**src/rtl/pipe_stage_elastic_if.sv**
```systemverilog
// Valid/ready handshake bundle for the elastic pipeline register: upstream
// (in_*) and downstream (out_*) sides grouped so the stage plugs in as one port.
interface pipe_stage_elastic_if #(
    parameter int WIDTH = 32
);
    logic             in_valid;
    logic [WIDTH-1:0] in_data;
    logic             in_ready;
    logic             out_valid;
    logic [WIDTH-1:0] out_data;
    logic             out_ready;

    // master drives the stage (producer + consumer side), slave is the stage itself
    modport master (
        output in_valid, in_data, out_ready,
        input  in_ready, out_valid, out_data
    );
    modport slave (
        input  in_valid, in_data, out_ready,
        output in_ready, out_valid, out_data
    );
endinterface

```
**src/rtl/pipe_stage_elastic.sv**
```systemverilog
// STAGES-deep elastic pipeline register with bubble collapsing, synchronous
// flush, occupancy reporting and a saturating output-stall counter.
module pipe_stage_elastic #(
    parameter int WIDTH      = 32,
    parameter int STAGES     = 1,
    parameter bit RESET_DATA = 1'b1,
    parameter int CNT_W      = 16,
    localparam int OCC_W     = $clog2(STAGES + 1)
) (
    input  logic                   clk,
    input  logic                   rst_n,
    input  logic                   flush,
    input  logic                   stall_clr,
    pipe_stage_elastic_if.slave    bus,
    output logic [OCC_W-1:0]       occupancy,
    output logic [CNT_W-1:0]       stall_cnt
);

    logic [STAGES-1:0] valid_q, valid_d, adv;
    logic [STAGES:0]   vchain;
    logic [WIDTH-1:0]  data_q [STAGES];
    logic [WIDTH-1:0]  dchain [STAGES+1];
    logic [CNT_W-1:0]  stall_cnt_q, stall_cnt_d;

    // A slot may advance if it is empty or the slot ahead of it advances.
    always_comb begin
        logic a;
        // NOTE: blocking assignments here build the ripple chain combinationally;
        // every variable gets a value on every pass so no latch is inferred.
        a   = bus.out_ready;
        adv = '0;
        for (int i = STAGES - 1; i >= 0; i--) begin
            a      = !valid_q[i] | a;
            adv[i] = a;
        end
    end

    assign vchain = {valid_q, bus.in_valid};

    always_comb begin
        dchain[0] = bus.in_data;
        for (int i = 0; i < STAGES; i++) dchain[i+1] = data_q[i];
    end

    // Flush wins over every advance; stalled slots hold.
    always_comb begin
        valid_d = valid_q;
        for (int i = 0; i < STAGES; i++)
            valid_d[i] = flush ? 1'b0 : (adv[i] ? vchain[i] : valid_q[i]);
    end

    always_comb begin
        stall_cnt_d = stall_cnt_q;
        if (stall_clr)
            stall_cnt_d = '0;
        else if (valid_q[STAGES-1] && !bus.out_ready && stall_cnt_q != {CNT_W{1'b1}})
            stall_cnt_d = stall_cnt_q + 1'b1;
    end

    // NOTE: sequential state uses non-blocking assignments only.
    always_ff @(posedge clk or negedge rst_n) begin
        if (!rst_n) begin
            valid_q     <= '0;
            stall_cnt_q <= '0;
        end else begin
            valid_q     <= valid_d;
            stall_cnt_q <= stall_cnt_d;
        end
    end

    // NOTE: the payload array is only reset when asked to; leaving it unreset
    // lets it map onto plain enable flops since valid bits already mask it.
    if (RESET_DATA) begin : g_data_rst
        always_ff @(posedge clk or negedge rst_n) begin
            if (!rst_n) begin
                for (int i = 0; i < STAGES; i++) data_q[i] <= '0;
            end else begin
                for (int i = 0; i < STAGES; i++)
                    if (adv[i]) data_q[i] <= dchain[i];
            end
        end
    end else begin : g_data_norst
        always_ff @(posedge clk) begin
            for (int i = 0; i < STAGES; i++)
                if (adv[i]) data_q[i] <= dchain[i];
        end
    end

    always_comb begin
        occupancy = '0;
        for (int i = 0; i < STAGES; i++) occupancy = occupancy + OCC_W'(valid_q[i]);
    end

    assign bus.in_ready  = adv[0];
    assign bus.out_valid = valid_q[STAGES-1];
    assign bus.out_data  = data_q[STAGES-1];
    assign stall_cnt     = stall_cnt_q;

endmodule

```
**src/flat_wrapper.sv**
```systemverilog
// flat-port wrapper written by rule: the top's interface ports become plain ports
module pipe_stage_elastic_flat 
#(
    parameter int WIDTH      = 32,
    parameter int STAGES     = 1,
    parameter bit RESET_DATA = 1'b1,
    parameter int CNT_W      = 16,
    localparam int OCC_W     = $clog2(STAGES + 1)
)
  (clk, rst_n, flush, stall_clr, occupancy, stall_cnt, bus_in_valid, bus_in_data, bus_out_ready, bus_in_ready, bus_out_valid, bus_out_data);
  pipe_stage_elastic_if #(.WIDTH(WIDTH)) bus_i ();
  input  logic clk;
  input  logic rst_n;
  input  logic flush;
  input  logic stall_clr;
  output logic [OCC_W-1:0] occupancy;
  output logic [CNT_W-1:0] stall_cnt;
  input wire logic [$bits(bus_i.in_valid)-1:0] bus_in_valid;
  input wire logic [$bits(bus_i.in_data)-1:0] bus_in_data;
  input wire logic [$bits(bus_i.out_ready)-1:0] bus_out_ready;
  output wire logic [$bits(bus_i.in_ready)-1:0] bus_in_ready;
  output wire logic [$bits(bus_i.out_valid)-1:0] bus_out_valid;
  output wire logic [$bits(bus_i.out_data)-1:0] bus_out_data;
  assign bus_i.in_valid = bus_in_valid;
  assign bus_i.in_data = bus_in_data;
  assign bus_i.out_ready = bus_out_ready;
  assign bus_in_ready = bus_i.in_ready;
  assign bus_out_valid = bus_i.out_valid;
  assign bus_out_data = bus_i.out_data;
  pipe_stage_elastic #(.WIDTH(WIDTH), .STAGES(STAGES), .RESET_DATA(RESET_DATA), .CNT_W(CNT_W)) u_core (.clk(clk), .rst_n(rst_n), .flush(flush), .stall_clr(stall_clr), .bus(bus_i), .occupancy(occupancy), .stall_cnt(stall_cnt));
endmodule
```
**config.mk**
```make
export PLATFORM = sky130hd
export DESIGN_NAME = pipe_stage_elastic_flat
export DESIGN_NICKNAME = d
export VERILOG_FILES = /design/src/rtl/pipe_stage_elastic_if.sv /design/src/rtl/pipe_stage_elastic.sv /design/src/flat_wrapper.sv
export SDC_FILE = /design/constraint.sdc
export NUM_CORES = 1
export LEC_CHECK = 0
export BUFFER_PORTS_ARGS = -buffer_cell sky130_fd_sc_hd__buf_2
export CAP_MARGIN = 10
export CORE_MARGIN = 2
export CORE_UTILIZATION = 51
export CTS_CLUSTER_SIZE = 14
export DETAILED_ROUTE_END_ITERATION = 8
export HOLD_SLACK_MARGIN = 0.1
export PLACE_DENSITY = 0.9
export SETUP_SLACK_MARGIN = 0.05
export SKIP_LAST_GASP = 1
export SYNTH_ARGS = -nofsm -noshare
export SYNTH_HDL_FRONTEND = slang
export SYNTH_SLANG_ARGS = --single-unit
```
**constraint.sdc**
```tcl
create_clock -name clk -period 4.85 [get_ports clk]
set_input_delay 1.2125 -clock clk [delete_from_list [all_inputs] [get_ports clk]]
set_output_delay 1.2125 -clock clk [all_outputs]
set_load 0.01 [all_outputs]
```
After elaboration in Yosys (flattened, before gate mapping) --
Cells that the tools add are included.
Cells by class: add/sub/neg operators 1, eq/ne operators 1, multiplexer cells 4, bitwise logic cells 1, reductions and logical operators 6
Operators by type and width (count):
- 2-to-1 mux 16 bit | 2
- adder 16 x 1 -> 16 bit (second input constant) | 1
- != test 16 bit (second input constant) | 1
- nonzero test 2 bit | 2
- logical AND 1 bit | 2
- zero test 1 bit | 2
- 2-to-1 mux 1 bit | 2
- bitwise OR 1 bit | 1
Storage, ports and cells: bits in registers 49, word-level logic and storage cells 16

Longest topological paths before layout --
depth after elaboration 5, depth in mapped cells 7

Worst setup path before layout --
No wires, ideal clock.
path kind input -> output, from input bus_out_ready, to output bus_in_ready, arrival 1.819 ns, data required time 3.638 ns, path slack 1.819 ns, stages 4, path buffers 2, path through nor2b_1 -> buf_4 -> inv_2 -> clkbuf_1
Between the ends: longest elaborated chain between the ends 1
RTL lines:
- from (decl) | line flat_wrapper.sv:20 | input wire logic [$bits(bus_i.out_ready)-1:0] bus_out_ready;
- bitwise OR 1 bit | line pipe_stage_elastic.sv:33 | a = !valid_q[i] | a;
- to (decl) | line flat_wrapper.sv:21 | output wire logic [$bits(bus_i.in_ready)-1:0] bus_in_ready;
Every way passes these cells.

Final worst setup path --
Ends and elaborated chain as after synthesis.

==> metrics.md <==
| Metric | Value |
|---|---|
| Run status | `completed` |
| IR drop worst, VDD | `214.4 uV` |
| Critical R2R Launch | `u_core.bus.out_valid$_DFFE_PN0P_` |
| Sum of negative setup slack | `0 ns` |
| Sequential-to-total area share from yosys stat | `0.5655` |
| DRC violation total after the first TritonRoute iteration | `134` |
| Ratio of final minimum period to clock period | `0.6589` |
| Yosys top cell by area | `sky130_fd_sc_hd__dfrtp_1` |
| Number of max-cap violations | `0` |
| Fraction of power spent switching nets | `0.2613` |
| Count of hold-fix buffers inserted at cts | `0` |
| Type of destination of the critical path | `primary output` |
| Die Footprint | `4789 um2` |
| Clock tree buffer depth | `2` |
| Delay-heaviest family, CP | `buffers and inverters` |
| Slew Limit Headroom | `0.2968` |
| Critical Setup Path Class | `input pin to primary output` |
| Worst-path cell with the longest stage delay | `sky130_fd_sc_hd__buf_4` |
| Switching component of the power | `0.2021 mW` |
| Layout-stage area growth over the synthesis result | `25.79%` |
| Setup skew after layout | `0.005394 ns` |
| Share of power burned in combinational logic | `0.122` |
| RSZ-0062 raised after global routing | `false` |
| Number of sinks driven by the clock tree | `49` |
| Die height | `69.21 um` |
| Syn_area_per_cell | `9.111 um2` |
| Power density over cell area | `283.5 nW/um2` |
| Critical path, cell by cell | `buf_2 -> nor2b_2 -> buf_4 -> inv_2 -> buf_2` |
| Count of pins over their slew limit | `0` |
| Mapped cell area | `2168 um2` |
| CP most frequent cell | `sky130_fd_sc_hd__buf_2` |
| Final Instance Area | `2728 um2` |
| Clock insertion delay at the later pin of the skew report | `0.30 ns` |
| Fraction of layout cells with a size suffix above 1 | `0.3292` |
| Grt met3 use | `0.05814` |
| Yosys Warn Count | `0` |
| Share of the synthesized area in the top cell type | `0.5655` |
| Post-synth net total | `277` |
| Unique masters post-synth | `33` |
| Final wirelength | `4.727 mm` |
| Instance area after placement | `2640 um2` |
| Yosys reg bits | `49` |
| Mean number of vias per cell | `5.221` |
| Pint | `0.5712 mW` |
| Final layout net count | `363` |
| Number of buffers inserted during clock tree synthesis | `5` |
| GRT Residual Overflow | `0` |
| Number of cells on the critical path | `5` |
| HP Class | `flip-flop to flip-flop` |
| # Post-CTS Setup Buffers | `0` |
| Time the final worst path needs with I/O delays and setup | `3.196 ns` |
| Leakage power figure | `1.460 nW` |
| Commonest cells after routing, fill and taps aside | `100 x sky130_fd_sc_hd__nand2_1, 88 x sky130_fd_sc_hd__buf_2, 49 x sky130_fd_sc_hd__dfrtp_1, 11 x sky130_fd_sc_hd__nor2_1, 9 x sky130_fd_sc_hd__a21oi_1` |
| Detail Route Antenna Nets | `0` |
| Number of gates resized after cts | `0` |
| Clock network fraction of design power | `0.304` |
| Global-route wire length before repair | `8.245 mm` |
| # placed instances | `367` |
| Most Used Layer, Global Route | `met2` |
| Least-Margin Pin Slew | `1.055 ns` |
| Count of final hold-check violations | `0` |
| Placement row count | `23` |
| Number of diodes added for antenna fixing | `0` |
| Largest net degree at the start of global routing | `50` |
| Total power draw | `0.7732 mW` |
| First drt pass iteration count | `4` |
| Routed wire length per instance | `12.61 um` |
| Core footprint | `4058 um2` |
| Clock-pin slew of the registers on the worst-case setup and hold paths | `0.09 ns` |
| Cell at the root of the clock tree | `sky130_fd_sc_hd__clkbuf_8` |
| Most common cell after layout, fill and taps aside | `sky130_fd_sc_hd__nand2_1` |
| M1 GR Usage | `0.2619` |
| Vias | `1,958` |
| Final setup violation count | `0` |
| Register-to-Register Setup Slack | `2.53 ns` |
| Via count of the first global-routing pass | `1,881` |
| Antenna violations before repair | `0` |
| Top Ports | `89` |
| R2R depth | `7` |
| Worst setup path startpoint | `bus_out_ready` |
| Initial cell density of the core | `0.5344` |
| Count of unresolved DRC violations after routing | `0` |
| Non-filler cells, final | `375` |
| Number of I/O port buffers | `88` |
| Gp weighted congestion | `0.8058` |
| Worst Setup EP | `bus_in_ready` |
| Met2 track utilization from global routing | `0.3622` |
| Endpoint required time on the critical path | `3.64 ns` |
| CP max stage delay | `0.35 ns` |
| Count of mapped cells out of synthesis | `238` |
| H-tree depth reported by CTS | `2` |
| Estimated wirelength of the detail-placed design | `3.338 mm` |
| CTS tree | `built` |
| Sort of element at the start of the critical path | `input pin` |
| Critical path arrival | `1.98 ns` |
| Maximum frequency from static timing analysis | `0.3129 GHz` |
| Area contributors post-synth | `sky130_fd_sc_hd__dfrtp_1 57%, sky130_fd_sc_hd__nand2_1 17%, sky130_fd_sc_hd__a21oi_1 2.1%` |
| Width of the die | `69.21 um` |
| Critical-path maximum fanout | `37` |
| Critical R2R Capture | `u_core.stall_cnt[13]$_DFFE_PN0P_` |
| Combined global-route utilization of all metal layers | `0.2116` |
| Proportion of power drawn by flip-flops and latches | `0.573` |
| Number of buffers and inverters on the critical path | `4` |
how the worst min path moves through the flow:
stage,from,end,cells after the start
floorplan,u_core.bus.out_data[14]$_DFFE_PN0P_,u_core.bus.out_data[14]$_DFFE_PN0P_,2
global placement,u_core.bus.out_data[8]$_DFFE_PN0P_,u_core.bus.out_data[8]$_DFFE_PN0P_,2
detailed placement,u_core.bus.out_data[13]$_DFFE_PN0P_,u_core.bus.out_data[13]$_DFFE_PN0P_,2
CTS,u_core.bus.out_data[10]$_DFFE_PN0P_,u_core.bus.out_data[10]$_DFFE_PN0P_,2
global route,u_core.bus.out_data[19]$_DFFE_PN0P_,u_core.bus.out_data[19]$_DFFE_PN0P_,2
finish,u_core.bus.out_data[10]$_DFFE_PN0P_,u_core.bus.out_data[10]$_DFFE_PN0P_,2
metal layers:
layer / vias up / routed length [um]
li1: 962 / -
met1: 925 / 2093
met2: 67 / 2286
met3: 4 / 304
met4: 0 / 42
met5: - / 0
power groups by stage:
stage | Clock [mW] | Combinational (mW) | Sequential, mW
after global placement | 0 | 0.0932 | 0.451
after global routing | 0.261 | 0.107 | 0.446
final | 0.235 | 0.0945 | 0.443
after floorplan | 0 | 0.0325 | 0.462
after CTS | 0.243 | 0.0964 | 0.444
after detailed placement | 0 | 0.0968 | 0.451
final cells by class:
| type | instances | area [um2] |
|---|---|---|
| Inverter | 3 | 11.26 |
| Fill cell | 344 | 1330 |
| Sequential cell | 49 | 1226 |
| Multi-Input combinational cell | 175 | 884.6 |
| Tap cell | 50 | 62.56 |
| Clock buffer | 6 | 72.57 |
| Clock inverter | 2 | 15.01 |
| Timing Repair Buffer | 90 | 455.4 |
stage by stage:
stage / hold slack, ns / utilization / worst slack (ns)
6_report: 0.4703 / 0.6722 / 1.654
3_3_place_gp: 0.4456 / 0.6506 / 1.662
2_1_floorplan: 0.5023 / - / 1.819
3_5_place_dp: 0.4533 / 0.6506 / 1.574
5_1_grt: 0.5022 / 0.6722 / 1.585
4_1_cts: 0.4765 / 0.6722 / 1.651
kinds of logic after synthesis:
logic type	Yosys count	share of synthesized area
simple gates	148	0.3145
fa+ha+maj	1	0.005769
flops	49	0.5655
compound gates	21	0.06232
mux	4	0.02020
buf+inv	14	0.02769
xor+xnor	1	0.004040
state kept, by name (all words and copies together) (netlist names):
name,flops
u_core.bus.out_data,32
u_core.stall_cnt,16
u_core.bus.out_valid,1
synthesized netlist by cell type (all sizes together):
cell,number
mux2,3
or3,6
or2,1
and4b,1
nand4,4
nor3,5
a31oi,1
o41ai,2
and3,1
nand2,100
mux2i,1
or4,4
xor2,1
nor2b,4
ha,1
nand2b,1
a21oi,9
nor2,11
dfrtp,49
nor4,4
o31ai,3
a31o,1
inv,3
nor4b,1
clkbuf,9
o21ai,4
nand3,5
buf,2
a211oi,1
worst register-to-register path, cell delays in order, from the launching register on:
cell and delay (ns):
sky130_fd_sc_hd__dfrtp_1 0.35, sky130_fd_sc_hd__nor2b_2 0.13, sky130_fd_sc_hd__buf_4 0.35, sky130_fd_sc_hd__inv_2 0.08, sky130_fd_sc_hd__buf_4 0.25, sky130_fd_sc_hd__or2_0 0.36
sky130_fd_sc_hd__nor4b_1 0.32, sky130_fd_sc_hd__mux2_2 0.38
Power figures use the tool's default switching activity.
